**config.mk**
```make
export PLATFORM = sky130hd
export DESIGN_NAME = register_read_stage_flat
export DESIGN_NICKNAME = d
export VERILOG_FILES = /design/src/rtl/register_read_stage_pkg.sv /design/src/rtl/register_read_stage_if.sv /design/src/rtl/register_read_stage_operand_bypass_mux.sv /design/src/rtl/register_read_stage.sv /design/src/flat_wrapper.sv
export SDC_FILE = /design/constraint.sdc
export NUM_CORES = 1
export LEC_CHECK = 0
export ABC_CLOCK_PERIOD_IN_PS = 1700
export BUFFER_PORTS_ARGS = -buffer_cell sky130_fd_sc_hd__buf_2
export CORE_AREA = 2 2 133 135
export CTS_BUF_LIST = sky130_fd_sc_hd__clkbuf_4 sky130_fd_sc_hd__clkbuf_8
export CTS_CLUSTER_DIAMETER = 200
export DETAILED_ROUTE_END_ITERATION = 6
export DIE_AREA = 0 0 135 137
export PLACE_DENSITY = 0.74
export SETUP_SLACK_MARGIN = 0.05
export SLEW_MARGIN = 0
export SYNTH_ARGS = -nofsm -noshare
export SYNTH_HDL_FRONTEND = slang
export SYNTH_HIERARCHICAL = 1
export SYNTH_SLANG_ARGS = --single-unit
export TNS_END_PERCENT = 100
```
**constraint.sdc**
```tcl
create_clock -name clk -period 1.7 [get_ports clk]
set_clock_uncertainty 0.05 [all_clocks]
set_input_delay 0.17 -clock clk [delete_from_list [all_inputs] [get_ports clk]]
set_output_delay 0.17 -clock clk [all_outputs]
set_load 0.02 [all_outputs]
```
**src/rtl/register_read_stage_pkg.sv**
```systemverilog
// Shared widths and the ID/EX bundle for the register-read stage.
// Also provides the immediate sign-extension helper.
package register_read_stage_pkg;

  localparam int DATA_WIDTH          = 32;
  localparam int REGISTER_NUMBER_LOG = 5;
  localparam int IMM_WIDTH           = 16;
  localparam int OP_WIDTH            = 6;

  typedef logic [DATA_WIDTH-1:0]          data_t;
  typedef logic [REGISTER_NUMBER_LOG-1:0] reg_idx_t;
  typedef logic [IMM_WIDTH-1:0]           imm_t;
  typedef logic [OP_WIDTH-1:0]            op_t;

  typedef struct packed {
    op_t      op;
    reg_idx_t rd;
    data_t    opA;
    data_t    opB;
    data_t    imm;
    logic     isLoad;
    logic     writesReg;
  } id_ex_t;

  function automatic data_t sign_extend(imm_t v);
    return {{(DATA_WIDTH-IMM_WIDTH){v[IMM_WIDTH-1]}}, v};
  endfunction

endpackage

```
**src/rtl/register_read_stage_if.sv**
```systemverilog
// Decode-side and ID/EX-side handshakes of the register-read stage.
// master is the stage's view, slave the surrounding pipeline's view.
interface register_read_stage_if;
  import register_read_stage_pkg::*;

  logic     inValid;
  logic     inReady;
  op_t      inOp;
  reg_idx_t inRs;
  reg_idx_t inRt;
  reg_idx_t inRd;
  imm_t     inImm;
  logic     inIsLoad;
  logic     inWritesReg;

  logic     outValid;
  logic     outReady;
  op_t      outOp;
  reg_idx_t outRd;
  data_t    outOpA;
  data_t    outOpB;
  data_t    outImm;
  logic     outIsLoad;
  logic     outWritesReg;

  modport master (
    input  inValid, inOp, inRs, inRt, inRd,
    input  inImm, inIsLoad, inWritesReg,
    output inReady,
    output outValid, outOp, outRd, outOpA,
    output outOpB, outImm, outIsLoad, outWritesReg,
    input  outReady
  );

  modport slave (
    output inValid, inOp, inRs, inRt, inRd,
    output inImm, inIsLoad, inWritesReg,
    input  inReady,
    input  outValid, outOp, outRd, outOpA,
    input  outOpB, outImm, outIsLoad, outWritesReg,
    output outReady
  );

endinterface

```
**src/rtl/register_read_stage_operand_bypass_mux.sv**
```systemverilog
// Resolves one source operand from EX/MEM/WB bypasses or the regfile.
// Also flags a pending load in EX that this source depends on.
module operand_bypass_mux
  import register_read_stage_pkg::*;
(
  input  reg_idx_t index,
  input  data_t    readValue,
  input  logic     exValid,
  input  logic     exIsLoad,
  input  reg_idx_t exIndex,
  input  data_t    exValue,
  input  logic     memValid,
  input  reg_idx_t memIndex,
  input  data_t    memValue,
  input  reg_idx_t wbIndex,
  input  data_t    wbValue,
  output data_t    operand,
  output logic     loadHit
);

  logic zero_idx;
  logic ex_hit;
  logic mem_hit;
  logic wb_hit;

  assign zero_idx = (index == '0);
  assign ex_hit   = exValid && !exIsLoad && (exIndex == index);
  assign mem_hit  = memValid && (memIndex == index);
  assign wb_hit   = (wbIndex != '0) && (wbIndex == index);
  assign loadHit  = exValid && exIsLoad && (exIndex != '0)
                    && (exIndex == index);

  // Youngest producer wins; register 0 is hardwired to zero.
  always_comb begin
    operand = readValue;
    priority case (1'b1)
      zero_idx: operand = '0;
      ex_hit:   operand = exValue;
      mem_hit:  operand = memValue;
      wb_hit:   operand = wbValue;
      default:  operand = readValue;
    endcase
  end

endmodule

```
**src/rtl/register_read_stage.sv**
```systemverilog
// Register-read stage: bypassing, load-use stall and ID/EX register.
// Optional STALL_COUNTER_EN adds the perfStallCycles counter output.
module register_read_stage
  import register_read_stage_pkg::*;
(
  input  logic     clk,
  input  logic     reset,
  register_read_stage_if.master bus,
  output reg_idx_t readIndexA,
  output reg_idx_t readIndexB,
  input  data_t    readValueA,
  input  data_t    readValueB,
  input  logic     exValid,
  input  logic     exIsLoad,
  input  reg_idx_t exIndex,
  input  data_t    exValue,
  input  logic     memValid,
  input  reg_idx_t memIndex,
  input  data_t    memValue,
  input  reg_idx_t wbIndex,
  input  data_t    wbValue,
  input  logic     flush
`ifdef STALL_COUNTER_EN
  ,
  output logic [31:0] perfStallCycles
`endif
);

  data_t  opA;
  data_t  opB;
  logic   hitA;
  logic   hitB;
  logic   stall;
  logic   ready;
  logic   capture;
  logic   valid_q;
  id_ex_t nxt;
  id_ex_t q;

  assign readIndexA = bus.inRs;
  assign readIndexB = bus.inRt;

  operand_bypass_mux u_mux_a (
    .index    (bus.inRs),
    .readValue(readValueA),
    .exValid  (exValid),
    .exIsLoad (exIsLoad),
    .exIndex  (exIndex),
    .exValue  (exValue),
    .memValid (memValid),
    .memIndex (memIndex),
    .memValue (memValue),
    .wbIndex  (wbIndex),
    .wbValue  (wbValue),
    .operand  (opA),
    .loadHit  (hitA)
  );

  operand_bypass_mux u_mux_b (
    .index    (bus.inRt),
    .readValue(readValueB),
    .exValid  (exValid),
    .exIsLoad (exIsLoad),
    .exIndex  (exIndex),
    .exValue  (exValue),
    .memValid (memValid),
    .memIndex (memIndex),
    .memValue (memValue),
    .wbIndex  (wbIndex),
    .wbValue  (wbValue),
    .operand  (opB),
    .loadHit  (hitB)
  );

  assign stall   = bus.inValid && (hitA || hitB);
  assign ready   = !stall && !flush && (!valid_q || bus.outReady);
  assign capture = bus.inValid && ready;

  assign bus.inReady = ready;

  // Assemble the bundle that would be latched this cycle.
  always_comb begin
    nxt           = '0;
    nxt.op        = bus.inOp;
    nxt.rd        = bus.inRd;
    nxt.opA       = opA;
    nxt.opB       = opB;
    nxt.imm       = sign_extend(bus.inImm);
    nxt.isLoad    = bus.inIsLoad;
    nxt.writesReg = bus.inWritesReg;
  end

  // ID/EX register: flush squashes, capture loads, drain clears valid.
  always_ff @(posedge clk or negedge reset) begin
    if (!reset) begin
      valid_q <= 1'b0;
      q       <= '0;
    end else if (flush) begin
      valid_q <= 1'b0;
    end else if (capture) begin
      valid_q <= 1'b1;
      q       <= nxt;
    end else if (bus.outReady) begin
      valid_q <= 1'b0;
    end
  end

  assign bus.outValid     = valid_q;
  assign bus.outOp        = q.op;
  assign bus.outRd        = q.rd;
  assign bus.outOpA       = q.opA;
  assign bus.outOpB       = q.opB;
  assign bus.outImm       = q.imm;
  assign bus.outIsLoad    = q.isLoad;
  assign bus.outWritesReg = q.writesReg;

`ifdef STALL_COUNTER_EN
  // Count cycles a presented instruction is held back (not flushes).
  always_ff @(posedge clk or negedge reset) begin
    if (!reset)
      perfStallCycles <= '0;
    else if (bus.inValid && !ready && !flush)
      perfStallCycles <= perfStallCycles + 32'd1;
  end
`endif

endmodule

```
**src/flat_wrapper.sv**
```systemverilog
// flat-port wrapper written by rule: the top's interface ports become plain ports
module register_read_stage_flat import register_read_stage_pkg::*;
  (clk, reset, readIndexA, readIndexB, readValueA, readValueB, exValid, exIsLoad, exIndex, exValue, memValid, memIndex, memValue, wbIndex, wbValue, flush, bus_inValid, bus_inOp, bus_inRs, bus_inRt, bus_inRd, bus_inImm, bus_inIsLoad, bus_inWritesReg, bus_inReady, bus_outValid, bus_outOp, bus_outRd, bus_outOpA, bus_outOpB, bus_outImm, bus_outIsLoad, bus_outWritesReg, bus_outReady);
  register_read_stage_if bus_i ();
  input  logic clk;
  input  logic reset;
  output reg_idx_t readIndexA;
  output reg_idx_t readIndexB;
  input  data_t readValueA;
  input  data_t readValueB;
  input  logic exValid;
  input  logic exIsLoad;
  input  reg_idx_t exIndex;
  input  data_t exValue;
  input  logic memValid;
  input  reg_idx_t memIndex;
  input  data_t memValue;
  input  reg_idx_t wbIndex;
  input  data_t wbValue;
  input  logic flush;
  input wire logic [$bits(bus_i.inValid)-1:0] bus_inValid;
  input wire logic [$bits(bus_i.inOp)-1:0] bus_inOp;
  input wire logic [$bits(bus_i.inRs)-1:0] bus_inRs;
  input wire logic [$bits(bus_i.inRt)-1:0] bus_inRt;
  input wire logic [$bits(bus_i.inRd)-1:0] bus_inRd;
  input wire logic [$bits(bus_i.inImm)-1:0] bus_inImm;
  input wire logic [$bits(bus_i.inIsLoad)-1:0] bus_inIsLoad;
  input wire logic [$bits(bus_i.inWritesReg)-1:0] bus_inWritesReg;
  output wire logic [$bits(bus_i.inReady)-1:0] bus_inReady;
  output wire logic [$bits(bus_i.outValid)-1:0] bus_outValid;
  output wire logic [$bits(bus_i.outOp)-1:0] bus_outOp;
  output wire logic [$bits(bus_i.outRd)-1:0] bus_outRd;
  output wire logic [$bits(bus_i.outOpA)-1:0] bus_outOpA;
  output wire logic [$bits(bus_i.outOpB)-1:0] bus_outOpB;
  output wire logic [$bits(bus_i.outImm)-1:0] bus_outImm;
  output wire logic [$bits(bus_i.outIsLoad)-1:0] bus_outIsLoad;
  output wire logic [$bits(bus_i.outWritesReg)-1:0] bus_outWritesReg;
  input wire logic [$bits(bus_i.outReady)-1:0] bus_outReady;
  assign bus_i.inValid = bus_inValid;
  assign bus_i.inOp = bus_inOp;
  assign bus_i.inRs = bus_inRs;
  assign bus_i.inRt = bus_inRt;
  assign bus_i.inRd = bus_inRd;
  assign bus_i.inImm = bus_inImm;
  assign bus_i.inIsLoad = bus_inIsLoad;
  assign bus_i.inWritesReg = bus_inWritesReg;
  assign bus_inReady = bus_i.inReady;
  assign bus_outValid = bus_i.outValid;
  assign bus_outOp = bus_i.outOp;
  assign bus_outRd = bus_i.outRd;
  assign bus_outOpA = bus_i.outOpA;
  assign bus_outOpB = bus_i.outOpB;
  assign bus_outImm = bus_i.outImm;
  assign bus_outIsLoad = bus_i.outIsLoad;
  assign bus_outWritesReg = bus_i.outWritesReg;
  assign bus_i.outReady = bus_outReady;
  register_read_stage u_core (.clk(clk), .reset(reset), .bus(bus_i), .readIndexA(readIndexA), .readIndexB(readIndexB), .readValueA(readValueA), .readValueB(readValueB), .exValid(exValid), .exIsLoad(exIsLoad), .exIndex(exIndex), .exValue(exValue), .memValid(memValid), .memIndex(memIndex), .memValue(memValue), .wbIndex(wbIndex), .wbValue(wbValue), .flush(flush));
endmodule
```
==> impl_metrics.tcl <==
set metrics [dict create \
    status "finished with violations" \
    violations "negative setup slack" \
    cp-endpoint "u_core/bus.outOpB[9]" \
    rsz0062_at_grt "true" \
    cts_root_buf "clkbuf_8" \
    htree_levels 3 \
    p_leak_nw 5.94 \
    synth_cell_type_count 27 \
    max_freq_mhz 515 \
    drtPass1Iterations 5 \
    hold_slack_ns 0.0314 \
    fin_ws_ns -0.243 \
    synth_flop_cell "dfrtp_1" \
    antenna_found_initial 1 \
    critical_path_class "in2reg" \
    synth_enable_flop_cells 0 \
    synth_area_um2 7130 \
    wl_per_cell_um 22.4 \
    fp.dieW_um 135 \
    synthArstFlopShare_pct 100 \
    final_cells 1254 \
    clock_sinks 94 \
    worst_pin_slew_ns 0.573 \
    start_kind "input port" \
    syn_nets 880 \
    vias 7087 \
    clock_power_share_pct 19.7 \
    final_common_cell "buf_2" \
    startpoint "exIndex[2]" \
    die_area_um2 18500 \
    grt_max_degree 95 \
    die_height_um 137 \
    p_sw_mw 2.96 \
    io_pins 343 \
    p_int_mw 5.22 \
    p_sw_share_pct 36.1 \
    cp_max_fo 8 \
    p_comb_share_pct 43.5 \
    start_util_pct 41.8 \
    grt_usage_pct 27.5 \
    avgSynthCellArea_um2 10.8 \
    grt_first_pass_wirelength_mm 38.5 \
    maxSlewHeadroom_pct 61.8 \
    pre_cts_ws_ns -0.603 \
    p_per_area_nw_per_um2 766 \
    io_buffers 342 \
    clkTransAtPathRegs_ns 0.10 \
    ant_nets 0 \
    min_period_over_period_pct 114 \
    hold_violations 0 \
    grt_pass1_vias 6690 \
    setup_viol 94 \
    syn_to_final_growth_pct 49.7 \
    ys.warnings.count 6 \
    finalPower_mw 8.18 \
    coreArea_um2 17100 \
    cp.arrival_ns 2.15 \
    fin_nets 1245 \
    place_congestion 0.967 \
    place_hpwl_mm 16.9 \
    hp-class "in2reg" \
    rows 48 \
    grt-ovfl-total 0 \
    yosys_register_bits 94 \
    peakVddDrop_mv 0.657 \
    layout-drive-gt1-share_pct 59.2 \
    worst-r2r-setup-slack_ns 0.04 \
    drt-total-wl_mm 28.1 \
    syn_inst 658 \
    drc 0 \
    cap_violations 0 \
    rr_startpoint "u_core/bus.outValid" \
    cts_tree "built" \
    reg2regPathDepth 5 \
    final_util_pct 62.6 \
    min_period_ns 1.94 \
    drtIter0Drc 465 \
    endpoint_kind "flop" \
    final_cell_mix "326 x buf_2, 152 x mux2_4, 94 x dfrtp_1" \
    reg2reg_to "u_core/bus.outOpB[9]" \
    cp_data_required_time_ns 1.90 \
    seq_power_share_pct 36.8 \
    insertion_delay_ns 0.36 \
    slew_violations 0 \
    cts_inserted_buffers 9 \
    placed_cells 1177 \
    clockBufferDepth 2 \
    ys_seq_area_share_pct 33.0 \
    vias_per_cell 5.65 \
]
[synth_stat cells (all sizes together) (3+ instances only)]
cell | n | area (um^2)
xor2 | 24 | 210
nor3 | 68 | 340
and4b | 3 | 30.0
nand3 | 4 | 20.0
nor4 | 8 | 62.6
xnor2 | 4 | 35.0
buf | 56 | 432
nor2 | 5 | 18.8
a211o | 64 | 561
and3 | 64 | 400
mux2 | 157 | 2210
dfrtp | 94 | 2350
nand2 | 66 | 248
o21ai | 5 | 32.5
clkbuf | 27 | 103
[state kept, by name (all words and copies together) (netlist names)]
signal	count
u_core/bus.outWritesReg	1
u_core/bus.outIsLoad	1
u_core/bus.outValid	1
u_core/bus.outRd	5
u_core/bus.outImm	16
u_core/bus.outOp	6
u_core/bus.outOpA	32
u_core/bus.outOpB	32
[final cells by class]
| class | count | area (um^2) |
|---|---|---|
| Fill cell | 1340 | 6380 |
| Multi-Input combinational cell | 481 | 4570 |
| Timing Repair Buffer | 437 | 3260 |
| Sequential cell | 94 | 2350 |
| Tap cell | 225 | 282 |
| Clock buffer | 10 | 138 |
| Clock inverter | 6 | 68.8 |
| Antenna cell | 1 | 2.50 |
[how the worst min path moves through the flow]
stage | from | cells past startpoint | slack [ns] | end
final | bus_outReady | 3 | 0.03 | u_core/bus.outValid
after global routing | bus_outReady | 3 | 0.02 | u_core/bus.outValid
after CTS | bus_outReady | 3 | 0.006 | u_core/bus.outValid
after detailed placement | reset | 2 | 0.22 | u_core/bus.outOpA[10]
after global placement | reset | 2 | 0.22 | u_core/bus.outOpA[10]
after floorplan | reset | 0 | -0.18 | u_core/bus.outImm[0]
[kinds of logic after synthesis]
logic type,after synthesis,share of synthesized area [%]
multiplexers,157,31.0
AND/OR/NAND/NOR,224,16.4
XOR/XNOR,28,3.44
buffers and inverters,83,7.49
AO/OA/AOI/OAI,72,8.70
flip-flops,94,33.0
[critical path, stage by stage]
cell and delay [ns]:
buf_12 0.11, or4_4 0.54, o21ai_4 0.19, nor2_4 0.06, nor2_1 0.08, and4b_4 0.33
buf_12 0.17, clkbuf_16 0.18, mux2_4 0.30
[metrics by stage]
step | setup TNS (ns) | cell area [um^2]
2_1_floorplan | -26.67 | 7180
3_5_place_dp | -52.09 | 9110
5_1_grt | -24.07 | 10700
6_report | -17.70 | 10700
4_1_cts | -10.13 | 10300
3_3_place_gp | -49.76 | 9110
[layer usage]
| metal | share of wire, % | routed length (um) | global-route usage (%) | up-vias |
|---|---|---|---|---|
| li1 | - | - | - | 3117 |
| met1 | 37 | 10300 | 32.3 | 3446 |
| met2 | 50 | 14100 | 48.0 | 450 |
| met3 | 9.0 | 2540 | 6.19 | 74 |
| met4 | 4.0 | 1110 | 12.1 | 0 |
| met5 | 0 | 0 | 0 | - |
[power groups by stage]
stage	combinational [mW]	sequential (mW)	clock [mW]
3_5_place_dp	3.10	3.02	0
6_report	3.55	3.01	1.61
4_1_cts	3.38	2.99	1.65
2_1_floorplan	1.41	3.58	0
3_3_place_gp	3.06	3.02	0
5_1_grt	3.73	3.06	1.75
[repair_timing]
| item | 4_1_cts | 5_1_grt |
|---|---|---|
| gates cloned | 9 | 8 |
| hold buffers | 31 | 0 |
| endpoints found under the hold margin | 124 | 0 |
| setup endpoints to repair | 94 | 95 |
| gates resized for setup | 78 | 41 |
| pin swaps | 31 | 28 |
| setup buffers | 9 | 3 |
Power figures use the tool's default switching activity.
